### src/rtl/branch_sequencer_if.sv
// branch_sequencer_if: opcode package and bus bundle between fetch/decode and the bracket-matching sequencer
package branch_sequencer_pkg;
  typedef enum logic [2:0] {
    OP_NOP,
    OP_INC,
    OP_DEC,
    OP_RIGHT,
    OP_LEFT,
    OP_OUT,
    OP_CBF,
    OP_CBB
  } op_code;
endpackage

interface branch_sequencer_if
  import branch_sequencer_pkg::*;
#(
  parameter int DEPTH_W = 8
);
  op_code             instruction;
  logic               instr_valid;
  logic               acc_zero;
  logic               branch_mode;
  logic               pc_step;
  logic               pc_dir;
  logic [DEPTH_W-1:0] depth;
  logic               depth_err;
  modport master (
    output instruction, instr_valid, acc_zero,
    input  branch_mode, pc_step, pc_dir, depth, depth_err
  );
  modport slave (
    input  instruction, instr_valid, acc_zero,
    output branch_mode, pc_step, pc_dir, depth, depth_err
  );
endinterface

### src/rtl/branch_sequencer.sv
// branch_sequencer: scans for the matching CBF/CBB bracket; optional overflow trap via BRANCH_DEPTH_CHECK_EN
module branch_sequencer
  import branch_sequencer_pkg::*;
#(
  parameter int DEPTH_W = 8
) (
  input logic              clock,
  input logic              reset,
  branch_sequencer_if.slave bus
);
  typedef enum logic [1:0] {IDLE, SCAN_FWD, SCAN_BWD, HALT} state_t;
  state_t             state_q, state_d;
  logic [DEPTH_W-1:0] depth_q, depth_d;
  logic               depth_err_q, depth_err_d;
  logic               scan, fwd, inc, dec, match, ovf, enter_fwd, enter_bwd;
  // state, depth and sticky error registers with synchronous reset
  always_ff @(posedge clock) begin
    if (reset) begin
      state_q     <= IDLE;
      depth_q     <= '0;
      depth_err_q <= 1'b0;
    end else begin
      state_q     <= state_d;
      depth_q     <= depth_d;
      depth_err_q <= depth_err_d;
    end
  end
  // next-state, depth update and zero-latency PC control
  always_comb begin
    scan      = state_q == SCAN_FWD || state_q == SCAN_BWD;
    fwd       = state_q == SCAN_FWD;
    inc       = scan && bus.instruction == (fwd ? OP_CBF : OP_CBB);
    dec       = scan && bus.instruction == (fwd ? OP_CBB : OP_CBF);
    match     = dec && depth_q == DEPTH_W'(1);
`ifdef BRANCH_DEPTH_CHECK_EN
    ovf       = inc && &depth_q;
`else
    ovf       = 1'b0;
`endif
    enter_fwd = state_q == IDLE && bus.instruction == OP_CBF && bus.acc_zero;
    enter_bwd = state_q == IDLE && bus.instruction == OP_CBB && !bus.acc_zero;
    state_d   = !bus.instr_valid ? state_q :
                enter_fwd        ? SCAN_FWD :
                enter_bwd        ? SCAN_BWD :
                match            ? IDLE :
                ovf              ? HALT : state_q;
    depth_d   = (!bus.instr_valid || ovf) ? depth_q :
                (enter_fwd || enter_bwd) ? DEPTH_W'(1) :
                inc                      ? depth_q + 1'b1 :
                dec                      ? depth_q - 1'b1 : depth_q;
    depth_err_d = depth_err_q || (bus.instr_valid && ovf);
    bus.branch_mode = !reset && scan;
    bus.pc_step     = !reset && bus.instr_valid && state_q != HALT && !ovf;
    bus.pc_dir      = !match && (enter_bwd || state_q == SCAN_BWD);
    bus.depth       = depth_q;
    bus.depth_err   = depth_err_q;
  end
endmodule
### src/flat_wrapper.sv
// flat-port wrapper written by rule: the top's interface ports become plain ports
module branch_sequencer_flat import branch_sequencer_pkg::*;
#(
  parameter int DEPTH_W = 8
)
  (clock, reset, bus_instruction, bus_instr_valid, bus_acc_zero, bus_branch_mode, bus_pc_step, bus_pc_dir, bus_depth, bus_depth_err);
  branch_sequencer_if #(.DEPTH_W(DEPTH_W)) bus_i ();
  input logic clock;
  input logic reset;
  input wire logic [$bits(bus_i.instruction)-1:0] bus_instruction;
  input wire logic [$bits(bus_i.instr_valid)-1:0] bus_instr_valid;
  input wire logic [$bits(bus_i.acc_zero)-1:0] bus_acc_zero;
  output wire logic [$bits(bus_i.branch_mode)-1:0] bus_branch_mode;
  output wire logic [$bits(bus_i.pc_step)-1:0] bus_pc_step;
  output wire logic [$bits(bus_i.pc_dir)-1:0] bus_pc_dir;
  output wire logic [$bits(bus_i.depth)-1:0] bus_depth;
  output wire logic [$bits(bus_i.depth_err)-1:0] bus_depth_err;
  assign bus_i.instruction = bus_instruction;
  assign bus_i.instr_valid = bus_instr_valid;
  assign bus_i.acc_zero = bus_acc_zero;
  assign bus_branch_mode = bus_i.branch_mode;
  assign bus_pc_step = bus_i.pc_step;
  assign bus_pc_dir = bus_i.pc_dir;
  assign bus_depth = bus_i.depth;
  assign bus_depth_err = bus_i.depth_err;
  branch_sequencer #(.DEPTH_W(DEPTH_W)) u_core (.clock(clock), .reset(reset), .bus(bus_i));
endmodule
### config.mk
export PLATFORM = sky130hd
export DESIGN_NAME = branch_sequencer_flat
export DESIGN_NICKNAME = d
export VERILOG_FILES = /design/src/rtl/branch_sequencer_if.sv /design/src/rtl/branch_sequencer.sv /design/src/flat_wrapper.sv
export SDC_FILE = /design/constraint.sdc
export NUM_CORES = 1
export LEC_CHECK = 0
export CORE_MARGIN = 2
export CORE_UTILIZATION = 47
export DETAILED_ROUTE_END_ITERATION = 16
export PLACE_DENSITY = 0.77
export SYNTH_ARGS = -nofsm -noshare
export SYNTH_HDL_FRONTEND = slang
export SYNTH_SLANG_ARGS = --single-unit
### constraint.sdc
create_clock -name clock -period 2.77 [get_ports clock]
set_clock_uncertainty 0.05 [all_clocks]
set_input_delay 0.554 -clock clock [delete_from_list [all_inputs] [get_ports clock]]
set_output_delay 0.554 -clock clock [all_outputs]
set_load 0.02 [all_outputs]
==> summary.md <==
| Metric | Value |
|---|---|
| CTS buffer count | 3 |
| Post-placement setup slack | -0.0167 ns |
| Insertion delay to the later sink of the worst-skew pair | 0.28 ns |
| Internal reg-to-reg setup slack | 0.49 ns |
| Die width | 44.2 microns |
| Via-to-Cell Ratio | 5.76 |
| CTS tree | built |
| Number of design-rule violations left by the first detailed-router iteration | 13 |
| Sum of overflow across all layers after global routing | 0 |
| Number of H-tree branching levels | 1 |
| Sum of negative setup slack | 0 ns |
| Root buffer selected by CTS | sky130_fd_sc_hd__clkbuf_4 |
| Drt total wl | 1.94 mm |
| # nets final | 138 |
| Count of state elements after synthesis | 10 |
| Multi-input logic area | 533 sq um |
| Static power due to leakage | 0.400 nW |
| Floorplan Core Area | 0.00151 sq mm |
| Per-cell routed wire length | 14.0 microns |
| Clk sinks | 10 |
| Highest net fanout along the worst path | 8 |
| Final hold violations | 0 |
| Number of core rows | 14 |
| Area of the mapped netlist | 759 sq um |
| Post-route DRC | 0 |
| Sequential element share of the synthesized area | 0.264 |
| Vias after detailed routing | 800 |
| Most frequent cells in the layout | sky130_fd_sc_hd__clkdlybuf4s50_1, sky130_fd_sc_hd__nor2_1, sky130_fd_sc_hd__buf_4, sky130_fd_sc_hd__dfxtp_1, sky130_fd_sc_hd__ha_1 |
| Via count of the first global-routing pass | 730 |
| Number of flops mapped to enable cells by yosys | 0 |
| Most common cell after layout, fill and taps aside | sky130_fd_sc_hd__clkdlybuf4s50_1 |
| Bufs on Longest Clock Path | 2 |
| Result of the run | complete, no violations |
| Unrepaired setup endpoints after global routing | no |
| Path class of the lowest-slack min-delay path | flop to flop |
| Total of buffers placed on input and output ports | 17 |
| Wire length of the first global-routing pass | 3.39 mm |
| Detailed-placement wirelength estimate | 1.41 mm |
| Share of layout cells above drive strength 1 | 0.146 |
| Cell accounting for the most synthesized area | sky130_fd_sc_hd__dfxtp_1 |
| First-pass DRT Iterations | 4 |
| Fill count | 123 |
| Type of origin of the critical path | flop |
| Final Slew Violations | 0 |
| Mean instance size in the synthesized netlist | 8.08 sq um |
| Final ANT Viol Nets | 0 |
| Total nets after synthesis | 108 |
| Overall power | 0.000394 W |
| Max transition margin | 0.654 |
| Critical Path End Type | output port |
| Starting utilization of the core area | 0.504 |
| Placer Congestion | 0.853 |
| Data required time at the worst endpoint | 2.17 ns |
| Final std cells w/o fill | 139 |
| Final Setup Violations | 0 |
| Count of max-cap constraint violations | 0 |
| Largest cells by area after synthesis | sky130_fd_sc_hd__dfxtp_1, sky130_fd_sc_hd__ha_1, sky130_fd_sc_hd__xnor2_1, sky130_fd_sc_hd__xor2_1, sky130_fd_sc_hd__nor2_1 |
| Overall routing resource usage | 0.232 |
| Ys flop type | sky130_fd_sc_hd__dfxtp_1 |
| Synth-to-Final Area Change | 38.6% |
| Number of standard cells after synthesis | 94 |
| Initial antenna violation count | 0 |
| Instance area at placement | 0.00101 sq mm |
| Tcrit/Tclk final | 0.952 |
| Clock-pin slew of the registers on the worst-case setup and hold paths | 0.08 ns |
| Data arrival time of the critical path | 2.03 ns |
| Yosys warnings | 0 |
| Cell Pwr Density | 375 mW/mm^2 |
| FMAX | 379 MHz |
| Storage element area | 200 sq um |
| Pin count of the biggest net entering global routing | 9 |
| Top-area cell type share of the netlist area | 0.264 |
| Chip Height | 44.2 microns |
| Unique cell type count in the Yosys netlist | 32 |
| Antenna diodes | 0 |
| Total non-filler cell area in the finished layout | 0.00105 sq mm |
| Dpl cells | 135 |
| Fraction of registers with async set/reset | 0 |
| Period minus WS final | 2.64 ns |
| Largest voltage drop on the vdd net | 0.216 mV |
| Die outline area | 0.00195 sq mm |
| Ports | 19 |
| Least-Margin Pin Slew | 0.506 ns |
| Setup slack of the critical path after layout | 0.132 ns |
| CP Class | flop to output port |
| Post CTS Setup Buffer Count | 0 |
metal layers:
layer | track usage | part of all wire | routed length, microns
met5 | 0 | 0 | 0
met4 | 0.0909 | 0.0052 | 10
met3 | 0.0408 | 0.042 | 82
met2 | 0.368 | 0.49 | 949
met1 | 0.313 | 0.46 | 898
flip-flops by register name (all words and copies together), names as in the netlist:
name	cells
u_core.bus.depth	8
u_core.state_q	2
cells in the mapped netlist, types with 2 or more instances:
| master | instances |
|---|---|
| sky130_fd_sc_hd__nand3_1 | 6 |
| sky130_fd_sc_hd__a2111oi_0 | 4 |
| sky130_fd_sc_hd__nand2_1 | 4 |
| sky130_fd_sc_hd__a211oi_1 | 2 |
| sky130_fd_sc_hd__ha_1 | 7 |
| sky130_fd_sc_hd__nor3b_1 | 2 |
| sky130_fd_sc_hd__xnor2_1 | 5 |
| sky130_fd_sc_hd__inv_1 | 5 |
| sky130_fd_sc_hd__nor2_1 | 11 |
| sky130_fd_sc_hd__nand4_1 | 2 |
| sky130_fd_sc_hd__o21ai_0 | 6 |
| sky130_fd_sc_hd__nor4_1 | 2 |
| sky130_fd_sc_hd__dfxtp_1 | 10 |
| sky130_fd_sc_hd__or4b_1 | 2 |
| sky130_fd_sc_hd__nor3_1 | 3 |
| sky130_fd_sc_hd__xor2_1 | 5 |
| sky130_fd_sc_hd__a21oi_1 | 3 |
layout make-up:
cell class | instances | area share
repair buffers | 27 | 0.232
multi-input cells | 77 | 0.507
flip-flops and latches | 10 | 0.190
clock buffers | 4 | 0.0345
inverters | 5 | 0.0178
well taps | 16 | 0.0190
cells by family (layout without fill, tap and decap cells):
logic type	Yosys count	count (layout)	synth area share
XOR/XNOR	11	11	0.137
AND/OR/NAND/NOR	38	38	0.267
buffers and inverters	7	36	0.0412
other	1	1	0.00494
AO/OA/AOI/OAI	20	20	0.171
flip-flops	10	10	0.264
adder cells (fa/ha/maj)	7	7	0.115
through the flow:
step / hold WS (ns) / utilization
3_5_place_dp: 0.448 / 0.672
2_1_floorplan: 0.410 / -
4_1_cts: 0.456 / 0.695
6_report: 0.451 / 0.699
5_1_grt: 0.485 / 0.699
3_3_place_gp: 0.436 / 0.672
worst max-delay path: stages, from the launching register on:
cell and delay, ns:
sky130_fd_sc_hd__dfxtp_1 0.47, sky130_fd_sc_hd__ha_1 0.19, sky130_fd_sc_hd__or4b_1 0.47, sky130_fd_sc_hd__nor3_2 0.19, sky130_fd_sc_hd__a21oi_1 0.12, sky130_fd_sc_hd__dlygate4sd2_1 0.33
final timing paths:
path | start | endpoint | depth (start not counted)
max | u_core.bus.depth[0] | bus_pc_dir | 5
min reg2reg | u_core.state_q[0] | u_core.state_q[0] | 2
max reg2reg | u_core.bus.depth[0] | u_core.state_q[0] | 6
min | u_core.state_q[0] | u_core.state_q[0] | 2
timing repair:
action / in CTS / in global routing
hold buffers: 0 / 0
resized for setup: 1 / 1
pin swaps: 0 / 0
setup endpoints to repair: 1 / 1
where the power goes:
group	leakage [nW]	switching [W]	internal (W)
combinational	0.298	0.0000476	0.0000453
sequential	0.0811	0.00000891	0.000149
clock	0.0210	0.0000630	0.0000800
total	0.400	0.000120	0.000275
Note: power is estimated with default switching activity, not from simulation.
